[config.mk]
export PLATFORM = sky130hd
export DESIGN_NAME = cache_ctrl_flat
export DESIGN_NICKNAME = d
export VERILOG_FILES = /design/src/rtl/cache_pkg.sv /design/src/rtl/cache_ctrl_if.sv /design/src/rtl/cache_ctrl_tag_array.sv /design/src/rtl/cache_ctrl.sv /design/src/flat_wrapper.sv
export SDC_FILE = /design/constraint.sdc
export NUM_CORES = 1
export LEC_CHECK = 0
export CELL_PAD_IN_SITES_DETAIL_PLACEMENT = 0
export CELL_PAD_IN_SITES_GLOBAL_PLACEMENT = 1
export CORE_MARGIN = 10
export CORE_UTILIZATION = 50
export DETAILED_ROUTE_END_ITERATION = 7
export GPL_TIMING_DRIVEN = 0
export PLACE_DENSITY = 0.82
export SLEW_MARGIN = 20
export SYNTH_ARGS = -nofsm -noshare
export SYNTH_HDL_FRONTEND = slang
export SYNTH_SLANG_ARGS = --single-unit
[constraint.sdc]
create_clock -name clk -period 7.46 [get_ports clk]
set_clock_uncertainty 0.1 [all_clocks]
set_input_delay 1.492 -clock clk [delete_from_list [all_inputs] [get_ports clk]]
set_output_delay 1.492 -clock clk [all_outputs]
set_load 0.05 [all_outputs]
[src/rtl/cache_pkg.sv]
// Shared types, geometry and helpers for the direct-mapped write-back cache controller.
// Address layout: tag = addr[31:8], idx = addr[7:5], word = addr[4:2].
package cache_pkg;

   localparam int IDX_W      = 3;
   localparam int OFF_W      = 5;
   localparam int TAG_W      = 32 - IDX_W - OFF_W;
   localparam int NUM_SETS   = 8;
   localparam int LINE_BYTES = 32;
   localparam int WORD_W     = OFF_W - 2;

   typedef enum logic [1:0] {
      IDLE,
      CHECK,
      WRITEBACK,
      FILL
   } cache_state_e;

   // Places the 4 byte enables of a CPU word into its 4-byte slot of the 32-byte line.
   function automatic logic [LINE_BYTES-1:0] mbe_to_we(input logic [3:0]        mbe,
                                                        input logic [WORD_W-1:0] word);
      return {28'b0, mbe} << {word, 2'b00};
   endfunction

endpackage

[src/rtl/cache_ctrl_if.sv]
// CPU word port and line-granular memory port of the cache controller.
// master = requester/memory model side, slave = cache_ctrl.
interface cache_ctrl_if;

   logic [31:0] cpu_addr;
   logic        cpu_read;
   logic        cpu_write;
   logic [3:0]  cpu_mbe;
   logic        cpu_resp;

   logic        mem_read;
   logic        mem_write;
   logic [31:0] mem_addr;
   logic        mem_resp;

   modport master (
      output cpu_addr, cpu_read, cpu_write, cpu_mbe, mem_resp,
      input  cpu_resp, mem_read, mem_write, mem_addr
   );

   modport slave (
      input  cpu_addr, cpu_read, cpu_write, cpu_mbe, mem_resp,
      output cpu_resp, mem_read, mem_write, mem_addr
   );

endinterface

[src/rtl/cache_ctrl_tag_array.sv]
// Tag register file: one synchronous write port, one combinational read port.
// Contents are meaningful only where the matching valid bit is set.
module tag_array
   import cache_pkg::*;
(
   input  logic             clk,
   input  logic             we,
   input  logic [IDX_W-1:0] widx,
   input  logic [TAG_W-1:0] wdata,
   input  logic [IDX_W-1:0] ridx,
   output logic [TAG_W-1:0] rdata
);

   logic [TAG_W-1:0] tags [NUM_SETS];

   // NOTE: storage is deliberately not reset; the valid vector in the controller
   // masks stale tags, so a reset here would only add cost.
   always_ff @(posedge clk) begin
      if (we) tags[widx] <= wdata;
   end

   assign rdata = tags[ridx];

endmodule

[src/rtl/cache_ctrl.sv]
// Direct-mapped, write-back, write-allocate cache controller: hit/miss decode,
// tag/valid/dirty ownership, data-array control and line writeback/fill sequencing.
module cache_ctrl
   import cache_pkg::*;
(
   input  logic                  clk,
   input  logic                  rst_n,
   cache_ctrl_if.slave           bus,
   output logic [LINE_BYTES-1:0] data_we,
   output logic [IDX_W-1:0]      data_index,
   output logic                  data_sel,
   output logic                  hit
);

   cache_state_e state, state_n;

   logic [TAG_W-1:0]    req_tag;
   logic [IDX_W-1:0]    idx;
   logic [WORD_W-1:0]   word;
   logic                addr_unused;

   logic [TAG_W-1:0]    tag_rd;
   logic [NUM_SETS-1:0] valid, dirty;
   logic                tag_we, set_valid, set_dirty, clr_dirty;

   assign req_tag     = bus.cpu_addr[31 -: TAG_W];
   assign idx         = bus.cpu_addr[OFF_W +: IDX_W];
   assign word        = bus.cpu_addr[OFF_W-1:2];
   assign addr_unused = ^bus.cpu_addr[1:0];

   assign data_index  = idx;
   assign hit         = valid[idx] && (tag_rd == req_tag);

   tag_array u_tags (
      .clk   (clk),
      .we    (tag_we),
      .widx  (idx),
      .wdata (req_tag),
      .ridx  (idx),
      .rdata (tag_rd)
   );

   // NOTE: sequential state uses non-blocking assignments so every flop samples
   // the pre-edge values; the combinational process below uses blocking ones.
   always_ff @(posedge clk or negedge rst_n) begin
      if (!rst_n) state <= IDLE;
      else        state <= state_n;
   end

   always_ff @(posedge clk or negedge rst_n) begin
      if (!rst_n) begin
         valid <= '0;
         dirty <= '0;
      end else begin
         if (set_valid) valid[idx] <= 1'b1;
         if (clr_dirty)      dirty[idx] <= 1'b0;
         else if (set_dirty) dirty[idx] <= 1'b1;
      end
   end

   // NOTE: every output of this process gets a default first, so no path can infer a latch.
   always_comb begin
      state_n       = state;
      bus.cpu_resp  = 1'b0;
      bus.mem_read  = 1'b0;
      bus.mem_write = 1'b0;
      bus.mem_addr  = '0;
      data_we       = '0;
      data_sel      = 1'b0;
      tag_we        = 1'b0;
      set_valid     = 1'b0;
      set_dirty     = 1'b0;
      clr_dirty     = 1'b0;

      unique case (state)
         IDLE: begin
            if (bus.cpu_read || bus.cpu_write) state_n = CHECK;
         end

         CHECK: begin
            if (hit) begin
               bus.cpu_resp = 1'b1;
               state_n      = IDLE;
               // A simultaneous read+write is serviced as a write.
               if (bus.cpu_write) begin
                  data_we   = mbe_to_we(bus.cpu_mbe, word);
                  set_dirty = 1'b1;
               end
            end else if (valid[idx] && dirty[idx]) begin
               state_n = WRITEBACK;
            end else begin
               state_n = FILL;
            end
         end

         WRITEBACK: begin
            bus.mem_write = 1'b1;
            bus.mem_addr  = {tag_rd, idx, {OFF_W{1'b0}}};
            if (bus.mem_resp) begin
               clr_dirty = 1'b1;
               state_n   = FILL;
            end
         end

         FILL: begin
            bus.mem_read = 1'b1;
            bus.mem_addr = {req_tag, idx, {OFF_W{1'b0}}};
            if (bus.mem_resp) begin
               data_we   = '1;
               data_sel  = 1'b1;
               tag_we    = 1'b1;
               set_valid = 1'b1;
               clr_dirty = 1'b1;
               state_n   = CHECK;
            end
         end

         default: state_n = IDLE;
      endcase
   end

endmodule

[src/flat_wrapper.sv]
// flat-port wrapper written by rule: the top's interface ports become plain ports
module cache_ctrl_flat import cache_pkg::*;
  (clk, rst_n, data_we, data_index, data_sel, hit, bus_cpu_addr, bus_cpu_read, bus_cpu_write, bus_cpu_mbe, bus_mem_resp, bus_cpu_resp, bus_mem_read, bus_mem_write, bus_mem_addr);
  cache_ctrl_if bus_i ();
  input  logic clk;
  input  logic rst_n;
  output logic [LINE_BYTES-1:0] data_we;
  output logic [IDX_W-1:0] data_index;
  output logic data_sel;
  output logic hit;
  input wire logic [$bits(bus_i.cpu_addr)-1:0] bus_cpu_addr;
  input wire logic [$bits(bus_i.cpu_read)-1:0] bus_cpu_read;
  input wire logic [$bits(bus_i.cpu_write)-1:0] bus_cpu_write;
  input wire logic [$bits(bus_i.cpu_mbe)-1:0] bus_cpu_mbe;
  input wire logic [$bits(bus_i.mem_resp)-1:0] bus_mem_resp;
  output wire logic [$bits(bus_i.cpu_resp)-1:0] bus_cpu_resp;
  output wire logic [$bits(bus_i.mem_read)-1:0] bus_mem_read;
  output wire logic [$bits(bus_i.mem_write)-1:0] bus_mem_write;
  output wire logic [$bits(bus_i.mem_addr)-1:0] bus_mem_addr;
  assign bus_i.cpu_addr = bus_cpu_addr;
  assign bus_i.cpu_read = bus_cpu_read;
  assign bus_i.cpu_write = bus_cpu_write;
  assign bus_i.cpu_mbe = bus_cpu_mbe;
  assign bus_i.mem_resp = bus_mem_resp;
  assign bus_cpu_resp = bus_i.cpu_resp;
  assign bus_mem_read = bus_i.mem_read;
  assign bus_mem_write = bus_i.mem_write;
  assign bus_mem_addr = bus_i.mem_addr;
  cache_ctrl u_core (.clk(clk), .rst_n(rst_n), .bus(bus_i), .data_we(data_we), .data_index(data_index), .data_sel(data_sel), .hit(hit));
endmodule
==> results.cfg <==
[status]
status = complete, no violations

[setup_path]
path_max_fanout = 10
crit_path_start_kind = input port
arrival_ns = 5.75
criticalPathCategory = input port to output pin
worstPathRequired_ns = 5.87
worst_setup_path_end_kind = output pin

[power_and_ir_drop]
combinationalPowerShare_pct = 29.5
p_int_mw = 2.34
switching_power_mw = 1.15
powerDensity_nw_per_um2 = 288
swShare_pct = 32.9
static-leakage-power_nw = 4.41
peakVddDrop_v = 0.000211
clockPowerShare_pct = 31.5
p_seq_share_pct = 39.0

[clock_network]
hold_buffers = 0
clock_tree.htree_level_count = 1
clock_path_buffers = 3
worstSkewPairLatency_ns = 0.50
cts_buffers = 22
cts_sinks = 210
root_buffer = clkbuf_16
cts_tree = built
clkSlewWorstSetupHoldPaths_ns = 0.06

[routing]
wl_per_cell_microns = 23.9
met1Wirelength_microns = 11100
wl_met2_microns = 12900
vias = 6531
post-route-drc-count = 0
wl_met3_microns = 1820
drt-initial-drc-count = 510
viasPerCell = 5.94
highest_layer = met4
wl_microns = 26300
drt_pass1_iterations = 5
drtAntennaViolNets = 0

[sta]
hold_viol = 0
relSlewSlack_pct = 45.4
worstMarginPinSlew_ns = 0.818
setup_tns_ns = 0
finalSetupViolations = 0
setup_ws_ns = 0.117
fin_crit_ns = 7.34
post-route-period-util_pct = 98.4
grt_setup_unrepaired = no
final_max_slew_viol_count = 0
fmax_ghz = 0.136

[placement]
port_buffers = 102
dp_hpwl_microns = 18700
dp_slack_ns = 0.157
place_congestion = 0.902

[global_route]
grt_max_degree = 20
grt_remaining_overflow = 0
grt_pass1_vias = 6630
antenna_found_initial = 0
grt_pass1_wl_microns = 39800
grt_usage_pct = 19.9

[final_layout]
layout-drive-gt1-share_pct = 20.7
antennaDiodeCount = 0
nets = 869
final_common_cell = edfxtp_1
area_delta_synth_final_pct = 24.8
post-route-util_pct = 64.1
final_cell_mix = edfxtp_1, clkdlybuf4s50_1, mux2_2

[synth]
synth_area_sq_um = 9700
synth-seq-cells = 210
yosysSeqAreaShare_pct = 64.1
async_reset_ff_share_pct = 8.57
yosys_warnings = 0
synth_ff_type = edfxtp_1
syn_avg_cell_area_sq_um = 14.4
synth_edf_count = 192
synthCells = 673
synth_cell_types = 61

[die]
die_area_sq_um = 25400
ios = 113
row_count = 50
die_x_microns = 159
die-height_microns = 159
fp.coreArea_sq_um = 18900
initial_core_util_pct = 51.4

[min_path]
worst_hold_path_type = flip-flop to flip-flop

[run]
maxCapViolations = 0
==> power by group through the flow <==
stage	Sequential [mW]	Combinational, mW	Clock [mW]
final	1.36	1.03	1.10
after global routing	1.36	1.08	1.16
after CTS	1.36	1.03	1.11
after detailed placement	1.38	1.03	0
after global placement	1.38	1.00	0
after floorplan	1.38	0.657	0
==> kinds of logic after synthesis <==
family                     after synthesis  share of synthesized area [%]
AOI/OAI and AO/OA                      139                           9.68
xor gates and xnor gates                 6                          0.542
adders and majority gates                4                          0.516
buffers and inverters                   61                           3.53
DFF                                    210                           64.1
muxes                                   99                           13.1
other                                    1                         0.0386
and+or+nand+nor                        153                           8.57
==> timing repair <==
item | CTS | global route
buffers inserted | 0 | 0
resized for setup | 0 | 18
setup endpoints to repair | 0 | 20
==> metal layers <==
layer | up-vias | global-route usage [%]
met1 | 3258 | 25.6
met5 | - | 0
met3 | 38 | 3.95
met2 | 307 | 33.9
li1 | 2928 | -
met4 | 0 | 4.80
==> final cells by class <==
cell class	instances	area (sq um)
Buffer	47	292
Clock buffer	28	594
Clock inverter	11	125
Fill cell	1415	6780
Inverter	14	52.6
Multi-Input combinational cell	406	3210
Sequential cell	210	6220
Tap cell	260	325
Timing Repair Buffer	123	1300
==> flip-flops by register name, indices dropped and copies added, names as in the netlist, named ones only <==
register / count
u_core.state: 2
u_core.valid: 8
u_core.u_tags.tags: 192
==> stage by stage <==
| step | total power [mW] | std cells | hold WS (ns) | cell area [sq um] |
|---|---|---|---|---|
| final | 3.48 | 1099 | 0.366 | 12100 |
| after global routing | 3.60 | 1099 | 0.388 | 12100 |
| after CTS | 3.50 | 1099 | 0.368 | 12100 |
| after detailed placement | 2.41 | 1060 | 0.352 | 11300 |
| after global placement | 2.39 | 1039 | 0.350 | 11100 |
| after floorplan | 2.03 | 677 | 0.334 | 9720 |
==> final timing paths <==
kind	to	start	slack [ns]	cells after the start
worst max-delay path	data_we[9]	bus_cpu_addr[7]	0.12	13
worst max register to register	u_core.u_tags.tags[3][3]	u_core.state[0]	4.17	6
min in group asynchronous	async pin	rst_n	1.36	1
max in group asynchronous	async pin	rst_n	5.40	1
worst min-delay path	u_core.valid[2]	u_core.valid[2]	0.37	1
worst min register to register	u_core.valid[2]	u_core.valid[2]	0.37	1
==> cell usage after synthesis (14+ instances only) <==
cell type,n,area share [%]
o31ai_1,31,2.4
o21ai_0,27,1.4
buf_4,14,1.1
o22ai_1,25,1.6
nor3_1,21,1.1
mux4_2,16,3.7
a21oi_1,18,0.93
nand2_1,44,1.7
edfxtp_1,192,59
mux2i_1,31,3.2
dfrtp_1,18,4.6
inv_1,14,0.54
mux2_2,46,5.3
==> critical path, cell delays in order <==
cell,delay (ns)
clkdlybuf4s50_1,0.55
buf_6,0.18
buf_4,0.21
buf_2,0.30
mux2_2,0.37
o22ai_1,0.30
nor3_1,0.14
nor4_1,0.36
and4_1,0.34
nand4_2,0.18
buf_6,0.20
o31ai_1,0.26
clkdlybuf4s50_1,0.85
Power figures use the tool's default switching activity.
